[src/rtl/dual_grant_arbiter.sv]
// Two-slot arbiter: picks the two highest-priority unserved requesters
// from a rotating pointer and holds registered grants until done.
module dual_grant_arbiter #(
    parameter int N = 12,
    parameter int W = 4
) (
    input  logic         clk,
    input  logic         reset_n,
    input  logic [N-1:0] req,
    input  logic         done_a,
    input  logic         done_b,
    output logic         gnt_a_valid,
    output logic [W-1:0] gnt_a_id,
    output logic         gnt_b_valid,
    output logic [W-1:0] gnt_b_id,
    output logic [N-1:0] gnt_onehot,
    output logic         all_busy
);

    typedef enum logic {
        IDLE = 1'b0,
        BUSY = 1'b1
    } slot_state_t;

    slot_state_t  st_a, st_a_nxt;
    slot_state_t  st_b, st_b_nxt;
    logic [W-1:0] id_a, id_a_nxt;
    logic [W-1:0] id_b, id_b_nxt;
    logic [W-1:0] ptr, ptr_nxt;

    logic [N-1:0] cand;
    logic         found1, found2;
    logic [W-1:0] first, second;
    logic         grant_a, grant_b;
    logic [W-1:0] gid_a, gid_b;
    logic [W-1:0] last;

    always_comb begin
        gnt_onehot = '0;
        if (st_a == BUSY) gnt_onehot[id_a] = 1'b1;
        if (st_b == BUSY) gnt_onehot[id_b] = 1'b1;
    end

    assign cand = req & ~gnt_onehot;

    // Walk downward from ptr, wrapping, and keep the first two hits.
    always_comb begin
        logic [W-1:0] idx;
        found1 = 1'b0;
        found2 = 1'b0;
        first  = '0;
        second = '0;
        idx    = '0;
        for (int k = 0; k < N; k++) begin
            if (int'(ptr) >= k) idx = W'(int'(ptr) - k);
            else                idx = W'(int'(ptr) + N - k);
            if (cand[idx]) begin
                if (!found1) begin
                    found1 = 1'b1;
                    first  = idx;
                end else if (!found2) begin
                    found2 = 1'b1;
                    second = idx;
                end
            end
        end
    end

    always_comb begin
        grant_a = 1'b0;
        grant_b = 1'b0;
        gid_a   = first;
        gid_b   = first;
        if (st_a == IDLE && st_b == IDLE) begin
            grant_a = found1;
            grant_b = found2;
            gid_b   = second;
        end else if (st_a == IDLE) begin
            grant_a = found1;
        end else if (st_b == IDLE) begin
            grant_b = found1;
        end
    end

    always_comb begin
        last    = (grant_a && grant_b) ? second : first;
        ptr_nxt = ptr;
        if (grant_a || grant_b) begin
            ptr_nxt = (last == '0) ? W'(N - 1) : last - W'(1);
        end
    end

    always_comb begin
        st_a_nxt = st_a;
        id_a_nxt = id_a;
        unique case (st_a)
            IDLE: if (grant_a) begin
                st_a_nxt = BUSY;
                id_a_nxt = gid_a;
            end
            BUSY: if (done_a) begin
                st_a_nxt = IDLE;
                id_a_nxt = '0;
            end
            default: ;
        endcase
    end

    always_comb begin
        st_b_nxt = st_b;
        id_b_nxt = id_b;
        unique case (st_b)
            IDLE: if (grant_b) begin
                st_b_nxt = BUSY;
                id_b_nxt = gid_b;
            end
            BUSY: if (done_b) begin
                st_b_nxt = IDLE;
                id_b_nxt = '0;
            end
            default: ;
        endcase
    end

    always_ff @(posedge clk) begin
        if (!reset_n) begin
            st_a <= IDLE;
            st_b <= IDLE;
            id_a <= '0;
            id_b <= '0;
            ptr  <= W'(N - 1);
        end else begin
            st_a <= st_a_nxt;
            st_b <= st_b_nxt;
            id_a <= id_a_nxt;
            id_b <= id_b_nxt;
            ptr  <= ptr_nxt;
        end
    end

    assign gnt_a_valid = (st_a == BUSY);
    assign gnt_b_valid = (st_b == BUSY);
    assign gnt_a_id    = id_a;
    assign gnt_b_id    = id_b;
    assign all_busy    = gnt_a_valid & gnt_b_valid;

endmodule

[config.mk]
export PLATFORM = sky130hd
export DESIGN_NAME = dual_grant_arbiter
export DESIGN_NICKNAME = d
export VERILOG_FILES = /design/src/rtl/dual_grant_arbiter.sv
export SDC_FILE = /design/constraint.sdc
export NUM_CORES = 1
export LEC_CHECK = 0
export BUFFER_PORTS_ARGS = -buffer_cell sky130_fd_sc_hd__buf_2
export CORE_MARGIN = 3
export CORE_UTILIZATION = 45
export CTS_CLUSTER_DIAMETER = 150
export DETAILED_ROUTE_END_ITERATION = 6
export PLACE_DENSITY = 0.67
export SLEW_MARGIN = 20
export SYNTH_ARGS = -nofsm -noshare
export SYNTH_HDL_FRONTEND = slang
export SYNTH_SLANG_ARGS = --single-unit
[constraint.sdc]
create_clock -name clk -period 5.7 [get_ports clk]
set_input_delay 1.14 -clock clk [delete_from_list [all_inputs] [get_ports clk]]
set_output_delay 1.14 -clock clk [all_outputs]
set_load 0.01 [all_outputs]
==> results.yml <==
final_layout:
  n_fill_cell: 786
  layout_commonest_cell: "nor2_1"
  nNetsFinal: 589
  multiInputGateArea_um2: 3370
  seq_area_um2: 280
  area_delta_synth_final_pct: 10.1
  mostFrequentLayoutCells: "nor2_1, nand2_1, buf_2"
  drive_gt1_share_pct: 20.1
  n_antenna_cell: 0
routing:
  drtAntennaViolNets: 0
  wl_per_cell_um: 21.1
  via_per_inst: 7.05
  drt_iter0_markers: 634
  drcViolationCount: 0
  vias: 4659
  dr.pass1.iters: 7
  totalWireLength_um: 13900
cts:
  cts_buffers: 3
  ctsHoldBuffers: 0
  cts_max_level: 1
  cts_tree: "built"
  clkLatencyLatePin_ns: 0.24
  cts_setup_buffers: 0
  clock-sinks: 14
  path_clk_slew_ns: 0.06
  ctsResizeCount: 0
  root_buffer: "clkbuf_8"
  cts_buffer_depth: 2
logic_synthesis:
  syn_area_um2: 3880
  ys.flop_type: "dfxtp_1"
  syn_nets: 555
  async_flop_share_pct: 0
  ys_seq_elements: 14
  netlist_instances: 524
  postSynthAreaPerCell_um2: 7.40
  synth-edff-count: 0
  synth_cell_types: 87
  ys_seq_area_share_pct: 7.23
  synth_warnings: 0
floorplan:
  die_h_um: 98.8
  rows: 33
  core_region_area_um2: 8300
  dieArea_um2: 9770
  fp.dieW_um: 98.8
  io_pins: 39
  initial_core_util_pct: 46.7
sta:
  finalHoldViolCount: 0
  rsz0062_at_grt: "no"
  setup_violations: 0
  period_needed_ns: 5.37
  holdWs_ns: 0.570
  drv_slew: 0
  fmax_ghz: 0.186
  slew_headroom_pct: 53.1
  fin_skew_ns: 0.00437
  tightest_slew_ns: 0.699
  period_share_pct: 94.3
  tns_ns: 0
setup_path:
  critPathKind: "reg -> reg"
  cp_max_fo: 14
  start_kind: "flip-flop"
  critPathRequiredTime_ns: 5.83
  arrival_ns: 5.50
  cp-end-kind: "flip-flop"
place:
  io_buffers: 38
  hpwlAfterDp_um: 10900
  gp_congestion: 1.09
global_route:
  grt-ovfl-total: 0
  antenna_found_initial: 0
  grt_max_degree: 23
  grt_usage_pct: 26.8
  grt_pass1_vias: 4130
  grt_first_pass_wirelength_um: 21700
flow_run:
  maxCapViolations: 0
worst_hold_path:
  hp-class: "reg -> reg"
status:
  status: "complete, no violations"
cells in the mapped netlist, types with 5 or more instances:
cell type,count,area share [%]
and2_1,7,1.1
a22oi_1,8,1.5
mux2i_1,17,4.4
a21oi_1,35,4.5
nor2b_1,7,1.1
o22ai_1,16,2.6
and3_1,9,1.5
o221ai_1,12,2.7
xor2_1,5,1.1
nand3b_1,8,1.5
nor3_1,21,2.7
nand4_1,6,0.97
mux2_2,10,2.9
dfxtp_1,14,7.2
nand2_1,43,4.2
a221oi_1,7,1.6
xnor2_1,15,3.4
a211oi_1,9,1.7
o21ai_0,24,3.1
clkbuf_1,16,1.5
buf_2,14,1.8
nor2_1,44,4.3
inv_1,12,1.2
nand3_1,14,1.8
o211ai_1,9,1.7
mux4_2,8,4.6
nand2b_1,9,1.5
a21o_1,6,1.2
ha_1,15,4.8
a31oi_1,8,1.3
logic make-up after synthesis:
family	after synthesis	synth area share (%)
multiplexers	39	14.6
XOR/XNOR	20	4.52
AND/OR/NAND/NOR	197	27.5
adder cells (fa/ha/maj)	17	5.35
buffers and inverters	50	5.97
AO/OA/AOI/OAI	187	34.7
flip-flops	14	7.23
per-stage QoR:
stage          area, µm²  cells  worst slack (ns)  util (%)
3_5_place_dp        4220    658             0.321      50.9
2_1_floorplan       3880    524             0.541         -
5_1_grt             4270    661           0.00493      51.5
3_3_place_gp        4220    658             0.348      50.9
6_report            4270    661             0.325      51.5
4_1_cts             4270    661             0.426      51.4
worst paths after layout:
check                                  from          end  slack [ns]  cells after the start
worst max register to register  gnt_a_valid       ptr[3]        0.33                     17
worst min-delay path            gnt_b_id[0]  gnt_b_id[0]        0.57                      2
worst min register to register  gnt_b_id[0]  gnt_b_id[0]        0.57                      2
worst max-delay path            gnt_a_valid       ptr[3]        0.33                     17
cell type report:
| type | instances | share of cell area, % |
|---|---|---|
| flip-flops and latches | 14 | 6.56 |
| clock buffers | 3 | 0.967 |
| well taps | 105 | 3.08 |
| multi-input cells | 460 | 79.0 |
| repair buffers | 65 | 9.20 |
| inverters | 14 | 1.23 |
critical path, cell delays in order, from the launching register on:
cell and delay (ns):
dfxtp_1 0.59, or3b_1 0.54, o221ai_4 0.28, mux4_1 0.43, mux2i_1 0.19, a21oi_1 0.29
buf_4 0.24, nand4_1 0.24, nor4_2 0.53, nand2_1 0.30, nor2_1 0.21, nor3b_1 0.09
a211oi_1 0.55, mux2i_1 0.21, ha_1 0.27, inv_1 0.08, and3_1 0.16, o21ai_1 0.07
layer usage:
layer	global-route usage (%)	wire length, µm	vias to the layer above
met5	0	0	-
met4	8.72	466	0
li1	-	-	2120
met3	2.62	1410	43
met1	36.7	5700	2154
met2	44.3	6330	342
state kept, by name (all words and copies together), names as in the netlist:
| signal | count |
|---|---|
| gnt_a_id | 4 |
| gnt_b_id | 4 |
| ptr | 4 |
| gnt_a_valid | 1 |
| gnt_b_valid | 1 |
Power is left out: the tool's default activity adds up to more than one toggle a clock period on the data nets, which glitch-free logic cannot reach.
